$ cat src/rtl/rvv_backend_mul_unit_seqmul_pkg.sv
// Shared constants, FSM state type and SEW helpers for the sequential
// byte-serial element multiplier.
package rvv_backend_mul_unit_seqmul_pkg;

    localparam logic [1:0] SEW8  = 2'b00;
    localparam logic [1:0] SEW16 = 2'b01;
    localparam logic [1:0] SEW32 = 2'b10;

    typedef enum logic [1:0] {
        ST_IDLE = 2'b00,
        ST_CALC = 2'b01,
        ST_DONE = 2'b10
    } seqmul_state_e;

    // The reserved encoding behaves as SEW8, so it is folded away on latch.
    function automatic logic [1:0] sew_norm(input logic [1:0] sew);
        return ((sew == SEW16) || (sew == SEW32)) ? sew : SEW8;
    endfunction

    function automatic logic [3:0] sew_last_step(input logic [1:0] sew);
        logic [3:0] last;
        case (sew)
            SEW16:   last = 4'd3;
            SEW32:   last = 4'd15;
            default: last = 4'd0;
        endcase
        return last;
    endfunction

    function automatic logic [63:0] sew_result_mask(input logic [1:0] sew);
        logic [63:0] mask;
        case (sew)
            SEW16:   mask = 64'h0000_0000_FFFF_FFFF;
            SEW32:   mask = 64'hFFFF_FFFF_FFFF_FFFF;
            default: mask = 64'h0000_0000_0000_FFFF;
        endcase
        return mask;
    endfunction

endpackage

$ cat src/rtl/rvv_backend_mul_unit_mul8.sv
// Combinational 8x8 multiplier; each operand is independently signed or
// unsigned, and the 16-bit result is exact for every combination.
module rvv_backend_mul_unit_mul8 (
    input  logic [7:0]  in0,
    input  logic [7:0]  in1,
    input  logic        in0_is_signed,
    input  logic        in1_is_signed,
    output logic [15:0] res
);

    logic [15:0] in0_ext;
    logic [15:0] in1_ext;

    // Two's complement product modulo 2^16 equals the exact product here.
    assign in0_ext = {{8{in0_is_signed & in0[7]}}, in0};
    assign in1_ext = {{8{in1_is_signed & in1[7]}}, in1};
    assign res     = in0_ext * in1_ext;

endmodule

$ cat src/rtl/rvv_backend_mul_unit_seqmul.sv
// Multi-cycle SEW8/16/32 element multiplier: one byte pair per cycle through
// a shared 8x8 multiplier, shifted partial products summed into 64 bits.
//
// Handshake: a transfer happens on a rising edge where valid && ready; the
// producer holds its payload until then, the consumer may drop ready freely.
module rvv_backend_mul_unit_seqmul
    import rvv_backend_mul_unit_seqmul_pkg::*;
#(
    parameter int TAG_W = 8
) (
    input  logic             clk,
    input  logic             rst_n,
    input  logic             in_valid,
    output logic             in_ready,
    input  logic [1:0]       in_sew,
    input  logic [31:0]      in_src0,
    input  logic [31:0]      in_src1,
    input  logic             in_src0_is_signed,
    input  logic             in_src1_is_signed,
    input  logic [TAG_W-1:0] in_tag,
    output logic             out_valid,
    input  logic             out_ready,
    output logic [63:0]      out_data,
    output logic [TAG_W-1:0] out_tag
);

    seqmul_state_e    state_q;
    logic [3:0]       cnt_q;
    logic [63:0]      acc_q;
    logic [63:0]      acc_d;
    logic [31:0]      src0_q;
    logic [31:0]      src1_q;
    logic [1:0]       sew_q;
    logic             src0_signed_q;
    logic             src1_signed_q;
    logic [TAG_W-1:0] tag_q;

    logic             accept;
    logic [1:0]       idx_i;
    logic [1:0]       idx_j;
    logic [1:0]       idx_top;
    logic [2:0]       byte_pos;
    logic [5:0]       shamt;
    logic [7:0]       byte0;
    logic [7:0]       byte1;
    logic             byte0_signed;
    logic             byte1_signed;
    logic [15:0]      pp;
    logic [63:0]      pp_ext;

    assign in_ready  = (state_q == ST_IDLE) || ((state_q == ST_DONE) && out_ready);
    assign accept    = in_valid && in_ready;
    assign out_valid = (state_q == ST_DONE);
    assign out_data  = (state_q == ST_DONE) ? (acc_q & sew_result_mask(sew_q)) : 64'h0;
    assign out_tag   = (state_q == ST_DONE) ? tag_q : '0;

    // k = {i, j} with j the low log2(NB) bits of the step counter.
    always_comb begin
        idx_i   = 2'd0;
        idx_j   = 2'd0;
        idx_top = 2'd0;
        case (sew_q)
            SEW16: begin
                idx_i   = {1'b0, cnt_q[1]};
                idx_j   = {1'b0, cnt_q[0]};
                idx_top = 2'd1;
            end
            SEW32: begin
                idx_i   = cnt_q[3:2];
                idx_j   = cnt_q[1:0];
                idx_top = 2'd3;
            end
            default: ;
        endcase
    end

    assign byte0        = src0_q[{idx_i, 3'b000} +: 8];
    assign byte1        = src1_q[{idx_j, 3'b000} +: 8];
    assign byte0_signed = src0_signed_q && (idx_i == idx_top);
    assign byte1_signed = src1_signed_q && (idx_j == idx_top);

    rvv_backend_mul_unit_mul8 u_mul8 (
        .in0           (byte0),
        .in1           (byte1),
        .in0_is_signed (byte0_signed),
        .in1_is_signed (byte1_signed),
        .res           (pp)
    );

    // A partial product can only be negative when one of its bytes is a
    // signed top byte; otherwise it is a plain unsigned value.
    assign pp_ext   = (byte0_signed || byte1_signed) ? {{48{pp[15]}}, pp} : {48'h0, pp};
    assign byte_pos = {1'b0, idx_i} + {1'b0, idx_j};
    assign shamt    = {byte_pos, 3'b000};
    assign acc_d    = acc_q + (pp_ext << shamt);

    always_ff @(posedge clk or negedge rst_n) begin
        if (!rst_n) begin
            state_q       <= ST_IDLE;
            cnt_q         <= 4'd0;
            acc_q         <= 64'h0;
            src0_q        <= 32'h0;
            src1_q        <= 32'h0;
            sew_q         <= SEW8;
            src0_signed_q <= 1'b0;
            src1_signed_q <= 1'b0;
            tag_q         <= '0;
        end else if (accept) begin
            state_q       <= ST_CALC;
            cnt_q         <= 4'd0;
            acc_q         <= 64'h0;
            src0_q        <= in_src0;
            src1_q        <= in_src1;
            sew_q         <= sew_norm(in_sew);
            src0_signed_q <= in_src0_is_signed;
            src1_signed_q <= in_src1_is_signed;
            tag_q         <= in_tag;
        end else begin
            case (state_q)
                ST_CALC: begin
                    acc_q <= acc_d;
                    if (cnt_q == sew_last_step(sew_q)) begin
                        state_q <= ST_DONE;
                        cnt_q   <= 4'd0;
                    end else begin
                        cnt_q <= cnt_q + 4'd1;
                    end
                end
                ST_DONE: begin
                    if (out_ready) begin
                        state_q <= ST_IDLE;
                    end
                end
                default: ;
            endcase
        end
    end

endmodule

$ cat config.mk
export PLATFORM = sky130hd
export DESIGN_NAME = rvv_backend_mul_unit_seqmul
export DESIGN_NICKNAME = d
export VERILOG_FILES = /design/src/rtl/rvv_backend_mul_unit_seqmul_pkg.sv /design/src/rtl/rvv_backend_mul_unit_mul8.sv /design/src/rtl/rvv_backend_mul_unit_seqmul.sv
export SDC_FILE = /design/constraint.sdc
export NUM_CORES = 1
export LEC_CHECK = 0
export CAP_MARGIN = 20
export CORE_MARGIN = 1
export CORE_UTILIZATION = 42
export CTS_BUF_LIST = sky130_fd_sc_hd__clkbuf_2 sky130_fd_sc_hd__clkbuf_4 sky130_fd_sc_hd__clkbuf_8
export DETAILED_ROUTE_END_ITERATION = 6
export PLACE_DENSITY = 0.63
export SLEW_MARGIN = 30
export SYNTH_ARGS = -nofsm -noshare
export SYNTH_HDL_FRONTEND = slang
export SYNTH_SLANG_ARGS = --single-unit
$ cat constraint.sdc
create_clock -name clk -period 12.81 [get_ports clk]
set_clock_uncertainty 0.05 [all_clocks]
set_input_delay 2.562 -clock clk [delete_from_list [all_inputs] [get_ports clk]]
set_output_delay 2.562 -clock clk [all_outputs]
set_load 0.01 [all_outputs]
==> results.yml <==
status:
  status: "complete, no violations"
setup_path:
  timing.critical_path.slowest_stage_cell: "sky130_fd_sc_hd__a2111oi_0"
  cp_num_buf_inv: 6
  worst-setup-path-type: "flip-flop to flip-flop"
  path_max_fanout: 21
  critPathMaxStageDelay_ps: 860
  worstPathArrival_ps: 11870
  cp_top_family: "adder cells"
  crit_top_cell: "sky130_fd_sc_hd__inv_1"
  startpoint_type: "flip-flop"
  data_required_time_at_the_worst_endpoint_ps: 13100
  timing.critical_path.to_type: "flip-flop"
clocking:
  cts_resized: 0
  tritoncts: "yes"
  cts_made_buffers: 17
  postCtsSetupBuffers: 0
  clk_root_buffer_cell: "sky130_fd_sc_hd__clkbuf_8"
  clock_insertion_delay_worst_skew_ps: 490
  htree_levels: 4
  clk_transition_reported_paths_ps: 110
  holdBufCountCts: 0
  max-clock-path-buffers: 2
  cts_num_sinks: 146
synthesis:
  synthCells: 1605
  mappedNetlistNets: 1852
  synth_fa_ha_area_frac: 0.1862
  synth.area.mux_share: 0.07900
  dominantRegCellSynth: "sky130_fd_sc_hd__dfrtp_1"
  synth_edf_count: 0
  average_size_of_a_mapped_cell_sq_um: 8.624
  synth-compound-area-share: 0.1905
  yosys.area.top_type_share: 0.2639
  seq_area_frac_synth: 0.2639
  synth_xor_xnor_area_share: 0.04303
  synth_area_sq_um: 13840
  synth.lib_cells_used.distinct: 77
  synthArstFlopShare: 1.000
  count_of_warnings_emitted_by_yosys: 0
  yosysTopAreaCell: "sky130_fd_sc_hd__dfrtp_1"
  ys_ff_latch: 146
  ys_top_cells_by_area: "sky130_fd_sc_hd__dfrtp_1, sky130_fd_sc_hd__fa_1, sky130_fd_sc_hd__ha_1, sky130_fd_sc_hd__mux2_2, sky130_fd_sc_hd__nand2_1"
  dominant_combinational_cell_family_by_area_after_synthesis: "compound AO/OA/AOI/OAI gates"
  synthSimpleGateAreaFrac: 0.1787
global_routing:
  gr-usage-all-layers: 0.2561
  number_of_global_route_vias_before_repair: 11960
  first_pass_grt_wire_length_um: 66920
  globalRoute.totalOverflow: 0
  grt_max_degree: 90
  antenna_found_initial: 0
floorplanning:
  die_width_um: 183.5
  design.portCount: 154
  design.core.area_sq_um: 32450
  placementRows: 66
  initial_core_util: 0.4265
  die_y_um: 183.5
  design.die.area_sq_um: 33690
cells_and_area:
  areaGrowthSynthToFinish_pct: 16.29
  fin_nets: 1948
  post_route_cells_drive_above_1_share: 0.08693
  ant_diodes: 0
sta:
  totalNegativeSetupSlack_ps: 0
  timing.final.max_slew_violations: 0
  worst-slew-pin-transition_ps: 871.9
  final.period_utilization: 0.9041
  setup_viol: 0
  grt_setup_unrepaired: "no"
  timing.final.hold_violations: 0
  min_setup_slack_post_route_ps: 1228
  timing.fmax_mhz: 86.34
  layout_min_cycle_time_ps: 11580
  worst_slew_margin_rel: 0.4037
placement:
  weighted_congestion_at_the_end_of_routability_driven_global_placement: 0.9624
  hpwlAfterDp_um: 31610
  detailedPlace.worstSlack_ps: 1403
  port-buffer-count: 153
worst_hold_path:
  timing.hold.worst.class: "flip-flop to flip-flop"
drt:
  vias: 12240
  routedWlPerCell_um: 19.26
  detailedRoute.firstIterationViolations: 1232
  drc: 0
  totalWireLength_um: 41530
  post_drt_via_cell_ratio: 5.675
  antenna_violating_nets_post_route: 0
  drt_first_pass_iters: 5
job:
  max_cap_violations: 0
[synth_stat cells, drive strengths merged (26+ instances only)]
cell type / number
inv: 118
and3: 60
nor2: 81
xor2: 26
mux2: 72
nand2: 199
dfrtp: 146
clkbuf: 70
a21oi: 125
a21o: 37
o21ai: 116
xnor2: 42
fa: 65
o22ai: 26
ha: 102
and2: 51
[worst reg2reg max path: cells and delay by family (launching register included)]
kind                     cells  cell delay, ps
buffers and inverters        6             830
AND/OR/NAND/NOR             10            3190
adder cells (fa/ha/maj)      8            3430
AO/OA/AOI/OAI               10            2680
flip-flops                   1             360
multiplexers                 2             880
[cells in the final DEF (no fill, tap or decap), drive strengths merged, types with 10 or more instances in the layout]
| cell | n |
|---|---|
| o21a | 14 |
| nor3 | 20 |
| mux2 | 72 |
| and3 | 60 |
| and2 | 51 |
| ha | 102 |
| nor2 | 81 |
| inv | 128 |
| xor2 | 26 |
| a31oi | 11 |
| o22ai | 26 |
| clkbuf | 18 |
| xnor2 | 42 |
| a21oi | 125 |
| nand2b | 12 |
| buf | 10 |
| nand2 | 199 |
| dfrtp | 146 |
| clkdlybuf4s50 | 152 |
| fa | 65 |
| nand4 | 15 |
| a211oi | 14 |
| nor2b | 22 |
| o21bai | 18 |
| a21o | 37 |
| nand3 | 21 |
| o21ai | 116 |
[stage by stage]
stage | utilization | instances | hold WS [ps] | area, sq um
after floorplan | - | 1605 | 419.4 | 13840
after global placement | 0.4825 | 2124 | 433.1 | 15660
after detailed placement | 0.4825 | 2124 | 438.4 | 15660
after CTS | 0.4957 | 2156 | 467.0 | 16090
after global routing | 0.4960 | 2156 | 482.2 | 16100
final | 0.4960 | 2156 | 462.7 | 16100
[cell type report]
type	instances	area [sq um]
fillers	3092	16360
multi-input cells	1254	9402
flip-flops and latches	146	3654
repair buffers	163	1614
well taps	442	553.0
inverters	119	446.7
clock buffers	17	234.0
clock inverters	15	193.9
[metal layers]
layer	GRT usage	wire [um]
met1	0.3680	19440
met2	0.3923	18350
met3	0.04457	2842
met4	0.07533	905
met5	0	0
[worst paths after layout]
path / slack, ps / startpoint / cells past startpoint / endpoint
setup reg to reg: 1230 / sew_q[0] / 36 / acc_q[58]
setup / recovery: 1230 / sew_q[0] / 36 / acc_q[58]
max in group asynchronous: 9350 / rst_n / 2 / acc_q[2]
hold / removal: 460 / tag_q[1] / 1 / tag_q[1]
hold reg to reg: 460 / tag_q[1] / 1 / tag_q[1]
min in group asynchronous: 2110 / rst_n / 1 / acc_q[27]
[kinds of logic (layout without fill, tap and decap cells)]
kind of cell / count (synthesis) / count (layout)
multiplexers: 89 / 89
adder cells (fa/ha/maj): 167 / 167
AND/OR/NAND/NOR: 506 / 506
XOR/XNOR: 68 / 68
buffers and inverters: 205 / 314
AO/OA/AOI/OAI: 424 / 424
flip-flops: 146 / 146
[flip-flops by register name, summed over array words and instances, names as in the netlist]
name	cells
acc_q	64
src0_signed_q	1
src1_signed_q	1
state_q	2
cnt_q	4
src1_q	32
sew_q	2
src0_q	32
tag_q	8
Power is not shown: default switching activity piles up to over one toggle a cycle in this logic, so the estimate is an artifact.
